$ cat config.mk
export PLATFORM = sky130hd
export DESIGN_NAME = led_shift_sequencer
export DESIGN_NICKNAME = d
export VERILOG_FILES = /design/src/rtl/led_ctrl_pkg.sv /design/src/rtl/led_shift_sequencer_key_debounce.sv /design/src/rtl/led_shift_sequencer.sv
export SDC_FILE = /design/constraint.sdc
export NUM_CORES = 1
export LEC_CHECK = 0
export ABC_AREA = 1
export CAP_MARGIN = 40
export CORE_UTILIZATION = 58
export CTS_BUF_LIST = sky130_fd_sc_hd__clkbuf_2
export DETAILED_ROUTE_END_ITERATION = 10
export HOLD_SLACK_MARGIN = 0.15
export PLACE_DENSITY = 0.89
export SLEW_MARGIN = 30
export SYNTH_ARGS = -nofsm -noshare
export SYNTH_HDL_FRONTEND = slang
export SYNTH_HIERARCHICAL = 1
export SYNTH_SLANG_ARGS = --single-unit
$ cat constraint.sdc
create_clock -name CLOCK_50 -period 2.3 [get_ports CLOCK_50]
set_input_delay 0.46 -clock CLOCK_50 [delete_from_list [all_inputs] [get_ports CLOCK_50]]
set_output_delay 0.46 -clock CLOCK_50 [all_outputs]
set_load 0.02 [all_outputs]
$ cat src/rtl/led_ctrl_pkg.sv
`default_nettype none
// ============================================================================
// Package     : led_ctrl_pkg
// Description : Shared types and encodings for the LED shift sequencer.
//               It defines the sequencer FSM states, the MODE input encodings
//               and the shift direction values.
// Revision    : 1.0 - initial release
// ============================================================================
package led_ctrl_pkg;

  typedef enum logic [1:0] {
    ST_INIT  = 2'd0,
    ST_RUN   = 2'd1,
    ST_PAUSE = 2'd2
  } state_e;

  localparam logic [1:0] MODE_ROL    = 2'b00;
  localparam logic [1:0] MODE_ROR    = 2'b01;
  localparam logic [1:0] MODE_BOUNCE = 2'b10;
  localparam logic [1:0] MODE_HOLD   = 2'b11;

  localparam logic DIR_LEFT  = 1'b0;
  localparam logic DIR_RIGHT = 1'b1;

endpackage : led_ctrl_pkg
`default_nettype wire

$ cat src/rtl/led_shift_sequencer_key_debounce.sv
`default_nettype none
// ============================================================================
// Module      : key_debounce
// Description : Conditions an active-low pushbutton. A 2-flop synchronizer
//               feeds a debounce counter. press_o pulses for one cycle when
//               the debounced level falls (key pressed). Key release
//               produces no pulse.
// Ports       : clk_i   - clock
//               rst_ni  - asynchronous active-low reset
//               key_i   - raw key, active-low, asynchronous to clk_i
//               level_o - debounced key level (1 = released)
//               press_o - one-cycle press pulse
// Revision    : 1.0 - initial release
// ============================================================================
module key_debounce #(
  parameter int DEBOUNCE_CYCLES = 1000000
) (
  input  logic clk_i,
  input  logic rst_ni,
  input  logic key_i,
  output logic level_o,
  output logic press_o
);

  localparam int CNT_W = (DEBOUNCE_CYCLES > 1) ? $clog2(DEBOUNCE_CYCLES) : 1;
  localparam logic [CNT_W-1:0] CNT_LAST = CNT_W'(DEBOUNCE_CYCLES - 1);

  logic             sync1_q, sync2_q;
  logic             level_q, level_d;
  logic [CNT_W-1:0] cnt_q, cnt_d;
  logic             press_q, press_d;

  // The synchronizer and the debounced level reset to "released", so a key
  // held through reset release must still be debounced into a press.
  always_ff @(posedge clk_i or negedge rst_ni) begin
    if (!rst_ni) begin
      sync1_q <= 1'b1;
      sync2_q <= 1'b1;
      level_q <= 1'b1;
      cnt_q   <= '0;
      press_q <= 1'b0;
    end else begin
      sync1_q <= key_i;
      sync2_q <= sync1_q;
      level_q <= level_d;
      cnt_q   <= cnt_d;
      press_q <= press_d;
    end
  end

  always_comb begin
    level_d = level_q;
    cnt_d   = '0;
    press_d = 1'b0;
    if (sync2_q != level_q) begin
      if (cnt_q == CNT_LAST) begin
        level_d = sync2_q;
        press_d = ~sync2_q;  // only a 1->0 transition is a press
      end else begin
        cnt_d = cnt_q + 1'b1;
      end
    end
  end

  assign level_o = level_q;
  assign press_o = press_q;

endmodule : key_debounce
`default_nettype wire

$ cat src/rtl/led_shift_sequencer.sv
`default_nettype none
// ============================================================================
// Module      : led_shift_sequencer
// Description : Control block for the rotating LED shift register. It
//               generates the step tick, debounces the pause key, and drives
//               single-cycle LOAD / SHIFT_EN strobes for rotate-left,
//               rotate-right and bounce modes. All outputs are registered.
// Ports       : CLOCK_50   - clock
//               RST_N      - asynchronous active-low reset
//               KEY_PAUSE  - raw pause key, active-low
//               MODE       - 00 rol, 01 ror, 10 bounce, 11 hold
//               SPEED      - step rate select (only with LED_SPEED_SELECT_EN)
//               LED_STATE  - shifter contents fed back
//               SHIFT_EN   - one-cycle shift strobe
//               SHIFT_DIR  - 0 left, 1 right (valid with SHIFT_EN)
//               LOAD       - one-cycle load strobe
//               LOAD_VALUE - pattern to load (valid with LOAD, else 0)
//               PAUSED     - high while paused
// Options     : define LED_SPEED_SELECT_EN to add the SPEED input
//               (1x/2x/4x/8x step rate).
// Revision    : 1.0 - initial release
// ============================================================================
module led_shift_sequencer
  import led_ctrl_pkg::*;
#(
  parameter int                WIDTH           = 10,
  parameter int                PRESCALE_BITS   = 23,
  parameter int                DEBOUNCE_CYCLES = 1000000,
  parameter logic [WIDTH-1:0]  SEED            = WIDTH'(1)
) (
  input  logic             CLOCK_50,
  input  logic             RST_N,
  input  logic             KEY_PAUSE,
  input  logic [1:0]       MODE,
`ifdef LED_SPEED_SELECT_EN
  input  logic [1:0]       SPEED,
`endif
  input  logic [WIDTH-1:0] LED_STATE,
  output logic             SHIFT_EN,
  output logic             SHIFT_DIR,
  output logic             LOAD,
  output logic [WIDTH-1:0] LOAD_VALUE,
  output logic             PAUSED
);

  // --------------------------------------------------------------------------
  // Step timebase
  // --------------------------------------------------------------------------
  logic [PRESCALE_BITS-1:0] presc_q;
  logic                     tick;

  always_ff @(posedge CLOCK_50 or negedge RST_N) begin
    if (!RST_N) begin
      presc_q <= '0;
    end else begin
      presc_q <= presc_q + 1'b1;
    end
  end

`ifdef LED_SPEED_SELECT_EN
  // Only the low (PRESCALE_BITS - SPEED) bits must be all ones, so each
  // SPEED step halves the tick period.
  logic [PRESCALE_BITS-1:0] tick_mask;
  assign tick_mask = {PRESCALE_BITS{1'b1}} >> SPEED;
  assign tick      = &(presc_q | ~tick_mask);
`else
  assign tick = &presc_q;
`endif

  // --------------------------------------------------------------------------
  // Pause key
  // --------------------------------------------------------------------------
  logic press;
  logic key_level;

  key_debounce #(
    .DEBOUNCE_CYCLES(DEBOUNCE_CYCLES)
  ) u_key_pause (
    .clk_i  (CLOCK_50),
    .rst_ni (RST_N),
    .key_i  (KEY_PAUSE),
    .level_o(key_level),
    .press_o(press)
  );

  // Only the press pulse drives the sequencer; the level is kept for reuse.
  logic unused_level;
  assign unused_level = key_level;

  // --------------------------------------------------------------------------
  // Sequencer FSM
  // --------------------------------------------------------------------------
  state_e           state_q, state_d;
  logic             dir_q, dir_d;
  logic             shift_en_q, shift_en_d;
  logic             shift_dir_q, shift_dir_d;
  logic             load_q, load_d;
  logic [WIDTH-1:0] load_value_q, load_value_d;
  logic             paused_q, paused_d;

  always_ff @(posedge CLOCK_50 or negedge RST_N) begin
    if (!RST_N) begin
      state_q      <= ST_INIT;
      dir_q        <= DIR_LEFT;
      shift_en_q   <= 1'b0;
      shift_dir_q  <= DIR_LEFT;
      load_q       <= 1'b0;
      load_value_q <= '0;
      paused_q     <= 1'b0;
    end else begin
      state_q      <= state_d;
      dir_q        <= dir_d;
      shift_en_q   <= shift_en_d;
      shift_dir_q  <= shift_dir_d;
      load_q       <= load_d;
      load_value_q <= load_value_d;
      paused_q     <= paused_d;
    end
  end

  always_comb begin
    state_d      = state_q;
    dir_d        = dir_q;
    shift_en_d   = 1'b0;
    shift_dir_d  = shift_dir_q;
    load_d       = 1'b0;
    load_value_d = '0;
    paused_d     = paused_q;

    case (state_q)
      ST_INIT: begin
        load_d       = 1'b1;
        load_value_d = SEED;
        state_d      = ST_RUN;
      end

      ST_RUN: begin
        // A press takes priority over a coincident tick.
        if (press) begin
          state_d  = ST_PAUSE;
          paused_d = 1'b1;
        end else if (tick && (MODE != MODE_HOLD)) begin
          if (LED_STATE == '0) begin
            // Empty shifter: reseed instead of shifting nothing around.
            load_d       = 1'b1;
            load_value_d = SEED;
          end else begin
            case (MODE)
              MODE_ROL: dir_d = DIR_LEFT;
              MODE_ROR: dir_d = DIR_RIGHT;
              MODE_BOUNCE: begin
                // Wall check uses the pattern before this shift, so the lit
                // bit reverses instead of wrapping around.
                if ((dir_q == DIR_LEFT) && LED_STATE[WIDTH-1]) begin
                  dir_d = DIR_RIGHT;
                end else if ((dir_q == DIR_RIGHT) && LED_STATE[0]) begin
                  dir_d = DIR_LEFT;
                end
              end
              default: dir_d = dir_q;
            endcase
            shift_en_d  = 1'b1;
            shift_dir_d = dir_d;
          end
        end
      end

      ST_PAUSE: begin
        if (press) begin
          state_d  = ST_RUN;
          paused_d = 1'b0;
        end
      end

      default: begin
        state_d = ST_INIT;
      end
    endcase
  end

  assign SHIFT_EN   = shift_en_q;
  assign SHIFT_DIR  = shift_dir_q;
  assign LOAD       = load_q;
  assign LOAD_VALUE = load_value_q;
  assign PAUSED     = paused_q;

endmodule : led_shift_sequencer
`default_nettype wire
; ---- Word level (Yosys, flattened, before mapping)
; Cells that the tools add are included.
[totals]
ff_bits = 63
input_bits = 15
out_inout_bits = 14
elab_cells = 66
[classes]
add_sub_neg = 2
eq_ne = 10
muxes = 25
bitwise_logic = 4
n_reduce_logical = 13
[op_table]
columns = cell, n
row1 = $mux W20, 2
row2 = $add A23 B1 Y23 const B, 1
row3 = $reduce_and A23 Y1, 1
row4 = $add A20 B1 Y20 const B, 1
row5 = $eq A20 B20 Y1 const B, 1
row6 = $mux W1, 16
row7 = $logic_not A10 Y1, 1
row8 = $pmux W1 S2, 3
row9 = $pmux W2 S3, 1
row10 = $reduce_and A6 Y1, 1
row11 = $eq A2 B1 Y1 const B, 2
row12 = $eq A2 B2 Y1 const B, 2
row13 = $logic_not A2 Y1, 2
row14 = $mux W2, 2
row15 = $ne A2 B1 Y1 const B, 2
row16 = $not A1 Y1, 4
row17 = $reduce_and A2 Y1, 2
row18 = $logic_and A1 B1 Y1, 3
row19 = $ne A3 B3 Y1 const B, 1
row20 = $pmux W1 S3, 1
row21 = $reduce_and A3 Y1, 1
row22 = $reduce_bool A3 Y1, 1
row23 = $ne A2 B2 Y1 const B, 1
row24 = $reduce_bool A2 Y1, 1
row25 = $ne A1 B1 Y1, 1

; ---- Logic depth before layout (Yosys ltp)
; Gate-level depths: netlist (run 1).
[logic_depth]
ltp_word = 5
ltp_mapped = 9
ltp_nobuf = 9

; ---- Hierarchy
; Netlist (run 1), hierarchy kept.
[modules_own_cells]
columns = module, n_inst, cells_per_inst, area_each_um2, seq_area_each_um2
row1 = led_shift_sequencer, 1, 188, 1584.0, 725.7
row2 = key_debounce, 1, 164, 1353.8, 604.3

; ---- Worst setup path after synthesis (run 1)
; OpenSTA, ideal clock, no wires.
[synth_path]
path_kind = reg-to-reg
start = register presc_q[0]
end = register shift_dir_q, in the netlist SHIFT_DIR
setup_ps = 121
arrival_ps = 1286
t_required_ps = 2179
slack_ps = 892
stages_incl_launch_ff = 9
path_buffers = 0
path_cell_list = dfrtp_1 -> ha_1 -> nand2_1 -> nor2_2 -> nand2_2 -> nor2_4 -> nand4_1 -> o21bai_1 -> nand2_1
[synth_via]
elab_chain_len = 3
[synth_rtl]
columns = element, line
row1 = "start, declared", led_shift_sequencer.sv:49  ; logic [PRESCALE_BITS-1:0] presc_q;
row2 = "start signal, assigned", led_shift_sequencer.sv:56  ; presc_q <= presc_q + 1'b1;
row3 = $reduce_and A23 Y1, led_shift_sequencer.sv:67  ; assign tick = &presc_q;
row4 = $logic_and A1 B1 Y1, led_shift_sequencer.sv:142  ; end else if (tick && (MODE != MODE_HOLD)) begin
row5 = $reduce_and A6 Y1 (no line), --
row6 = "end signal, assigned", led_shift_sequencer.sv:114  ; shift_dir_q <= shift_dir_d;
row7 = "end, declared", led_shift_sequencer.sv:96  ; logic shift_dir_q, shift_dir_d;
; Every way passes these cells.
; A chain may end at the register's enable or synchronous reset.

; ---- Worst setup path in the final report (run 1)
[layout_path]
start = register shift_dir_q, in the netlist SHIFT_DIR
end = output SHIFT_DIR
[layout_rtl]
columns = element, line
row1 = "end, declared", led_shift_sequencer.sv:40  ; output logic SHIFT_DIR,
; No word-level cell between the ends.

==> flow_metrics.py, run 1 <==
metrics = {
    "status": {
        "outcome": "complete, no violations",
    },
    "floorplanning": {
        "die_x_um": 73.2,
        "die_h_um": 73.2,
        "num_rows": 25,
        "ioPinCount": 29,
        "initial_core_util_pct": 61.4,
        "die-area_um2": 5350,
        "core_um2": 4790,
    },
    "clocking": {
        "cts_tree": "done",
        "cts-buffers-inserted": 5,
        "postCtsHoldBufs": 1,
        "path_clk_slew_ns": 0.28,
        "cts_buffer_depth": 2,
        "cts_max_level": 2,
        "clk_latency_ns": 0.45,
        "post_cts_resized": 0,
        "cts-root-buf": "clkbuf_2",
        "cts_sinks": 53,
        "cts_setup_buffers": 0,
    },
    "placement": {
        "port_buffers": 19,
        "dp_slack_ns": 0.361,
        "gp_congestion": 0.946,
        "dpl_cell_area_um2": 3180,
        "dpl.hpwl_um": 3930,
    },
    "worst_setup_path": {
        "worstPathMaxFanout": 3,
        "r2r_slack_ns": 0.60,
        "cp-start-kind": "register",
        "crit_cells": 1,
        "r2r-start": "presc_q[0]",
        "worstPathArrival_ns": 1.49,
        "crit_slowest_cell": "clkdlybuf4s50_1",
        "rr_worst_depth": 8,
        "critPathKind": "register to primary output",
        "reg2reg_to": "SHIFT_DIR",
        "crit_required_ns": 1.84,
        "endpoint_kind": "primary output",
        "cp_num_buf_inv": 1,
        "cp_cell_sequence": "clkdlybuf4s50_1",
        "crit_family": "buffers and inverters",
        "max_stage_delay_ns": 0.61,
    },
    "power": {
        "ir_drop_mv": 0.318,
        "power_frac_comb_pct": 5.7,
        "p_leak_nw": 1.51,
        "power.share.sequential_pct": 58.2,
        "swShare_pct": 22.0,
        "p_int_mw": 1.27,
        "power.density_nw_per_um2": 496,
        "power_switching_mw": 0.358,
        "clock_power_share_pct": 36.1,
    },
    "global_routing": {
        "grt_max_degree": 28,
        "globalRouteTotalUtil_pct": 24.0,
        "grt_pass1_wl_um": 9960,
        "grt_pass1_vias": 2325,
        "grt-ovfl-total": 0,
        "antenna_found_initial": 0,
    },
    "detailed_routing": {
        "drt_iter0_drc": 158,
        "drt-total-wl_um": 5560,
        "ant_nets": 0,
        "routedWlPerCell_um": 12.5,
        "vias_per_cell": 5.18,
        "drc": 0,
        "via_count": 2312,
        "first_pass_iters": 4,
    },
    "logic_synthesis": {
        "netlist_instances": 352,
        "yosys.area.top_type": "dfrtp_1",
        "ys_ff_latch": 53,
        "synthesis.area_um2": 2940,
        "seq_area_frac_synth_pct": 45.3,
        "synth_warnings": 6,
        "avgSynthCellArea_um2": 8.35,
        "synth_cell_types": 28,
        "synthTopCellsByArea": "dfrtp_1 (43%), nand2_1 (7.7%), nor2_1 (7.7%), inv_1 (5.2%), xor2_1 (5.1%)",
        "yosysTopAreaCellShare_pct": 42.6,
    },
    "cells_and_area": {
        "fillers": 370,
        "layout.nets": 399,
        "num_antenna_cells": 0,
        "syn_to_final_growth_pct": 11.7,
        "design_area_um2": 3280,
        "drive_above_1_share_pct": 13.5,
    },
    "sta": {
        "fin_crit_sh_pct": 84.7,
        "final_max_slew_viol_count": 0,
        "rsz0062_at_grt": "false",
        "setup_viol": 0,
        "post-route-min-period_ns": 1.95,
        "tns_ns": 0,
        "worst_pin_slew_ns": 0.600,
        "skew_ns": 0.0292,
        "setup_slack_ns": 0.352,
        "max_clock_freq_mhz": 513,
        "relSlewSlack_pct": 60.0,
        "hold_violations": 0,
    },
    "min_path": {
        "hold_class": "register to register",
        "holdPathEnd": "u_key_pause/sync2_q",
        "holdPathStages": 0,
        "min_from": "u_key_pause/sync1_q",
    },
    "flow_run": {
        "max_cap_viol_count": 0,
    },
}
metrics by stage:
stage          hold slack [ns]  power [mW]  instances  util [%]
2_1_floorplan            0.164        1.01        360         -
3_3_place_gp             0.356        1.05        437      66.5
3_5_place_dp             0.356        1.05        437      66.5
4_1_cts                  0.361        1.64        446      68.6
5_1_grt                  0.354        1.69        446      68.6
6_report                 0.348        1.63        446      68.6
final cells by class:
class | count | area, um2 | share of cell area (%)
Tap cell | 67 | 83.8 | 2.55
Timing Repair Buffer | 21 | 215 | 6.56
Inverter | 43 | 161 | 4.92
Clock buffer | 5 | 25.0 | 0.762
Clock inverter | 3 | 65.1 | 1.98
Multi-Input combinational cell | 254 | 1400 | 42.7
Sequential cell | 53 | 1330 | 40.5
routing by layer:
metal	global-route usage, %	wire, um	share of wire (%)
met1	30.0	2350	42
met2	40.8	2810	51
met3	4.56	283	5.1
met4	9.37	102	1.8
met5	0	0	0
cell usage after synthesis:
master	n
nor2_2	11
nor2_4	5
o21ai_1	2
or2_2	1
inv_2	2
nand4_1	9
o21ai_0	5
nand3_2	4
o21ai_2	1
xnor2_1	13
xor2_1	17
nand3b_1	2
nand2_2	10
nand2_1	60
dfrtp_1	50
o21bai_1	1
nor3_1	8
a21oi_1	3
nand3_1	23
dfstp_2	3
xor2_2	1
conb_1	1
nor2_1	60
buf_4	10
ha_1	6
nand2_4	1
inv_1	41
nor3b_2	2
registers in the layout (all words and copies together), names as in the netlist:
register and cells:
u_key_pause/level_o 1, u_key_pause/cnt_q 20, SHIFT_EN 1, state_q 2
u_key_pause/sync1_q 1, PAUSED 1, presc_q 23, LOAD_VALUE 1
u_key_pause/press_o 1, u_key_pause/sync2_q 1, SHIFT_DIR 1
power groups by stage:
stage	logic, mW	clock network [mW]	registers [mW]
after detailed placement	0.0928	0	0.961
final	0.0930	0.587	0.946
after global routing	0.107	0.632	0.948
after global placement	0.0900	0	0.961
after floorplan	0.0511	0	0.961
after CTS	0.0950	0.601	0.946
worst max path at each step:
stage | to | slack (ns) | start
floorplan | SHIFT_DIR | 0.89 | presc_q[0]
global placement | SHIFT_DIR | 0.48 | MODE[0]
detailed placement | SHIFT_DIR | 0.36 | MODE[0]
CTS | SHIFT_DIR | 0.32 | SHIFT_DIR
global route | SHIFT_DIR | 0.26 | SHIFT_DIR
finish | SHIFT_DIR | 0.35 | SHIFT_DIR
cells by family after synthesis:
family,synth area share (%)
compound gates,2.26
xor+xnor,9.50
fa+ha+maj,2.56
buf+inv,8.05
flops,45.3
other cells,0.128
simple gates,32.2
layout by cell type (no fill, tap or decap), types with 6 or more instances in the layout:
| master | instances |
|---|---|
| inv_1 | 41 |
| xnor2_1 | 13 |
| nand3_1 | 23 |
| nand2_2 | 10 |
| nand2_1 | 60 |
| nor2_2 | 11 |
| nand4_1 | 9 |
| ha_1 | 6 |
| dfrtp_1 | 50 |
| nor3_1 | 8 |
| xor2_1 | 17 |
| conb_1 | 9 |
| nor2_1 | 60 |
| clkdlybuf4s50_1 | 18 |
Power figures use the tool's default switching activity.
==> inputs of run 2 (changes only) <==
CORE_UTILIZATION = 53   (was 58)
PLACE_DENSITY = 0.86   (was 0.89)
clock period = 1.6 ns   (was 2.3 ns; I/O delays follow)
==> flow_metrics.py, run 2 (synthesized netlist as in run 1, its figures left out) <==
metrics = {
    "worst_setup_path": {
        "cp-start-kind": "register",
        "endpoint_kind": "primary output",
        "cp_cell_sequence": "dlygate4sd2_1",
        "worstPathArrival_ns": 1.18,
        "rr_worst_depth": 9,
        "critPathKind": "register to primary output",
        "max_stage_delay_ns": 0.43,
        "crit_slowest_cell": "dfrtp_1",
        "r2r-start": "presc_q[0]",
        "crit_required_ns": 1.28,
        "crit_family": "flip-flops",
        "cp_num_buf_inv": 1,
        "reg2reg_to": "LOAD_VALUE[0]",
        "r2r_slack_ns": 0.13,
        "worstPathMaxFanout": 2,
    },
    "placement": {
        "dp.cells": 441,
        "dpl.hpwl_um": 3970,
        "gp_congestion": 0.906,
        "port_buffers": 19,
        "dp_slack_ns": -0.164,
    },
    "sta": {
        "final_max_slew_viol_count": 0,
        "skew_ns": 0.0213,
        "hold_slack_ns": 0.301,
        "max_clock_freq_mhz": 668,
        "hold_violations": 0,
        "tns_ns": 0,
        "setup_viol": 0,
        "fin_crit_sh_pct": 93.6,
        "setup_slack_ns": 0.102,
        "post-route-min-period_ns": 1.50,
    },
    "detailed_routing": {
        "drt-total-wl_um": 5260,
        "routedWlPerCell_um": 11.5,
        "via_count": 2248,
        "vias_per_cell": 4.94,
        "drc": 0,
        "drt_iter0_drc": 148,
        "ant_nets": 0,
        "first_pass_iters": 5,
    },
    "floorplanning": {
        "core_um2": 5240,
        "num_rows": 26,
        "ioPinCount": 29,
        "die-area_um2": 5840,
        "die_h_um": 76.5,
        "die_x_um": 76.5,
        "initial_core_util_pct": 56.1,
    },
    "min_path": {
        "min_from": "KEY_PAUSE",
        "holdPathStages": 1,
        "hold_class": "primary input to register",
        "holdPathEnd": "u_key_pause/sync1_q",
    },
    "global_routing": {
        "grt-ovfl-total": 0,
        "grt_pass1_vias": 2148,
        "globalRouteTotalUtil_pct": 19.8,
        "grt_max_degree": 54,
        "grt_pass1_wl_um": 9340,
        "antenna_found_initial": 0,
    },
    "cells_and_area": {
        "reg_top3": "presc_q (23), u_key_pause/cnt_q (20), state_q (2)",
        "regMostFlops": "presc_q",
        "fillers": 430,
        "final_cells": 455,
        "seqCellArea_um2": 1330,
        "mostFrequentLayoutCells": "nand2_1 (60), nor2_1 (58), dfrtp_1 (50), inv_1 (41), nand3_1 (23)",
        "drive_above_1_share_pct": 15.3,
        "syn_to_final_growth_pct": 12.5,
        "num_antenna_cells": 0,
        "multi_input_area_um2": 1410,
        "largest_register_ffs": 23,
        "layout.nets": 405,
        "final_common_cell": "nand2_1",
    },
    "status": {
        "outcome": "complete, no violations",
    },
    "clocking": {
        "cts-buffers-inserted": 5,
        "cts_sinks": 53,
        "cts_tree": "done",
        "path_clk_slew_ns": 0.25,
        "cts_max_level": 2,
        "cts_buffer_depth": 2,
        "clk_latency_ns": 0.43,
        "cts-root-buf": "clkbuf_2",
    },
    "power": {
        "power_switching_mw": 0.484,
        "power_frac_comb_pct": 6.1,
        "power.density_nw_per_um2": 653,
        "clock_power_share_pct": 30.9,
        "swShare_pct": 22.4,
        "p_leak_nw": 1.54,
        "power.total_mw": 2.16,
        "power.share.sequential_pct": 63.0,
        "p_int_mw": 1.67,
        "ir_drop_mv": 0.473,
    },
    "flow_run": {
        "max_cap_viol_count": 0,
    },
}
## run 2: cell types whose count changed in the layout (fill, tap and decap cells not counted), sizes merged
cell	delta
clkdlybuf4s50	-5
clkbuf	+1
bufinv	-1
buf	+6
dlygate4sd2	+5
## run 2: how the worst max path moves through the flow
stage	startpoint	to	slack (ns)	cells past startpoint
after CTS	SHIFT_DIR	SHIFT_DIR	0.05	1
after global placement	MODE[0]	SHIFT_DIR	-0.09	8
after floorplan	presc_q[0]	SHIFT_DIR	0.19	8
after detailed placement	MODE[0]	SHIFT_DIR	-0.16	8
final	PAUSED	PAUSED	0.10	1
after global routing	presc_q[0]	LOAD_VALUE[0]	-0.03	9
## run 2: routing by layer
metal / up-vias / track usage (%) / routed length [um]
li1: 1141 / - / -
met3: 6 / 3.95 / 181
met4: 0 / 5.00 / 46
met1: 1065 / 25.0 / 2360
met5: - / 0 / 0
met2: 36 / 34.7 / 2670
## run 2: power groups by stage
stage	registers (mW)	logic, mW	clock network (mW)
2_1_floorplan	1.38	0.0735	0
3_3_place_gp	1.38	0.130	0
3_5_place_dp	1.38	0.133	0
4_1_cts	1.36	0.136	0.688
5_1_grt	1.36	0.149	0.744
6_report	1.36	0.132	0.667
## run 2: stage by stage
stage	instance area, um2	util [%]
2_1_floorplan	2970	-
3_3_place_gp	3190	61.0
3_5_place_dp	3190	61.0
4_1_cts	3260	62.3
5_1_grt	3300	63.1
6_report	3300	63.1
## run 2: cell type report
cell class	count	share of cell area, %
Clock buffer	6	0.909
Clock inverter	2	1.06
Inverter	43	4.88
Multi-Input combinational cell	254	42.6
Sequential cell	53	40.3
Tap cell	70	2.65
Timing Repair Buffer	27	7.69
## run 2: repair_timing
| item | 4_1_cts | 5_1_grt |
|---|---|---|
| cloned | 0 | 0 |
| resized for setup | 5 | 2 |
| setup endpoints to repair | 5 | 5 |
| buffers inserted | 0 | 5 |
| hold buffers | 1 | 0 |
| pin swaps | 0 | 1 |
| hold endpoints to repair | 53 | 0 |
==> inputs of run 3 (changes only) <==
CORE_MARGIN = 2   (was unset)
==> flow_metrics.py, run 3 (synthesized netlist as in run 1, its figures left out) <==
metrics = {
    "clocking": {
        "cts_max_level": 2,
        "cts_sinks": 53,
        "cts-buffers-inserted": 5,
        "cts_tree": "done",
        "cts-root-buf": "clkbuf_2",
        "clk_latency_ns": 0.42,
        "cts_buffer_depth": 2,
        "path_clk_slew_ns": 0.24,
    },
    "detailed_routing": {
        "routedWlPerCell_um": 10.8,
        "via_count": 2210,
        "drt-total-wl_um": 4910,
        "drc": 0,
        "ant_nets": 0,
        "vias_per_cell": 4.85,
        "first_pass_iters": 4,
        "drt_iter0_drc": 111,
    },
    "global_routing": {
        "grt_pass1_vias": 2041,
        "grt-ovfl-total": 0,
        "globalRouteTotalUtil_pct": 17.9,
        "grt_pass1_wl_um": 8780,
        "antenna_found_initial": 0,
        "grt_max_degree": 24,
    },
    "floorplanning": {
        "num_rows": 27,
        "die_h_um": 78.5,
        "core_um2": 5440,
        "ioPinCount": 29,
        "die-area_um2": 6150,
        "die_x_um": 78.5,
        "initial_core_util_pct": 54.0,
    },
    "cells_and_area": {
        "design_area_um2": 3270,
        "syn_to_final_growth_pct": 11.4,
        "mostFrequentLayoutCells": "nand2_1 (60), nor2_1 (60), dfrtp_1 (50), inv_1 (41), nand3_1 (23)",
        "num_antenna_cells": 0,
        "reg_top3": "presc_q (23), u_key_pause/cnt_q (20), state_q (2)",
        "fillers": 469,
        "fin_util_pct": 60.2,
        "largest_register_ffs": 23,
        "seqCellArea_um2": 1330,
        "multi_input_area_um2": 1400,
        "layout.nets": 404,
        "regMostFlops": "presc_q",
        "drive_above_1_share_pct": 14.6,
    },
    "sta": {
        "rsz0062_at_grt": "false",
        "post-route-min-period_ns": 1.51,
        "setup_viol": 0,
        "skew_ns": 0.0177,
        "final_max_slew_viol_count": 0,
        "fin_crit_sh_pct": 94.4,
        "max_clock_freq_mhz": 662,
        "hold_violations": 0,
    },
    "placement": {
        "port_buffers": 19,
        "gp_congestion": 0.891,
        "dpl.hpwl_um": 3920,
        "dpl_cell_area_um2": 3220,
    },
    "worst_setup_path": {
        "max_stage_delay_ns": 0.45,
        "cp_cell_sequence": "dlygate4sd2_1",
        "endpoint_kind": "primary output",
        "crit_slowest_cell": "dfrtp_1",
        "cp-start-kind": "register",
        "cp_num_buf_inv": 1,
        "crit_family": "flip-flops",
        "worstPathArrival_ns": 1.19,
        "r2r_slack_ns": 0.16,
        "worstPathMaxFanout": 3,
        "critPathKind": "register to primary output",
        "crit_required_ns": 1.28,
    },
    "min_path": {
        "hold_class": "primary input to asynchronous set/reset pin",
    },
    "status": {
        "outcome": "complete, no violations",
    },
    "flow_run": {
        "max_cap_viol_count": 0,
    },
    "power": {
        "ir_drop_mv": 0.318,
        "power.density_nw_per_um2": 615,
        "p_leak_nw": 1.52,
    },
}
[run 3: cell count changes in the layout (fill, tap and decap cells not counted)]
cell	before	now
nor2_1	58	60
nor2_2	13	11
buf_4	6	5
bufinv_16	1	0
clkbuf_2	6	7
clkinv_2	1	0
clkinvlp_4	0	1
[run 3: metal layers]
| layer | up-vias | wire length (um) | global-route usage [%] |
|---|---|---|---|
| li1 | 1139 | - | - |
| met4 | 0 | 59 | 6.67 |
| met3 | 4 | 188 | 3.33 |
| met5 | - | 0 | 0 |
| met1 | 1023 | 2200 | 22.6 |
| met2 | 44 | 2460 | 30.7 |
[run 3: final timing paths]
check	start	end	depth (start not counted)
max	SHIFT_DIR	SHIFT_DIR	1
min	RST_N	u_key_pause/cnt_q[19]	2
min in group CLOCK_50	KEY_PAUSE	u_key_pause/sync1_q	1
max reg2reg	u_key_pause/cnt_q[0]	u_key_pause/cnt_q[3]	6
max in group asynchronous	RST_N	presc_q[22]	3
min reg2reg	u_key_pause/sync1_q	u_key_pause/sync2_q	0
[run 3: per-stage QoR]
stage	total power [mW]	std cells	TNS [ns]	hold slack (ns)	setup slack, ns
floorplan	1.45	360	0	0.0244	0.192
global placement	1.52	446	-0.118	0.233	-0.0866
detailed placement	1.52	446	-0.272	0.237	-0.134
CTS	2.04	455	0	0.254	0.0574
global route	2.11	456	0	0.244	0.00265
finish	2.01	456	0	0.287	0.0893
[run 3: cell type report]
cell class / count / share of cell area, %
Clock buffer: 7 / 1.07
Clock inverter: 1 / 0.229
Inverter: 43 / 4.93
Multi-Input combinational cell: 254 / 42.8
Sequential cell: 53 / 40.7
Tap cell: 72 / 2.75
Timing Repair Buffer: 26 / 7.53
[run 3: report_power, final]
part	total (mW)	internal [mW]	switching, mW	leakage (nW)
combinational	0.139	0.0567	0.0826	0.791
clock	0.514	0.121	0.393	0.0292
sequential	1.36	1.35	0.00578	0.703
total	2.01	1.53	0.482	1.52
[run 3: repair_timing]
item                                    4_1_cts  5_1_grt
setup buffers                                 0        1
cloned                                        0        0
hold endpoints to repair                     53        0
hold buffers                                  1        0
gates resized for setup                       5        0
endpoints found under the setup margin        5        2
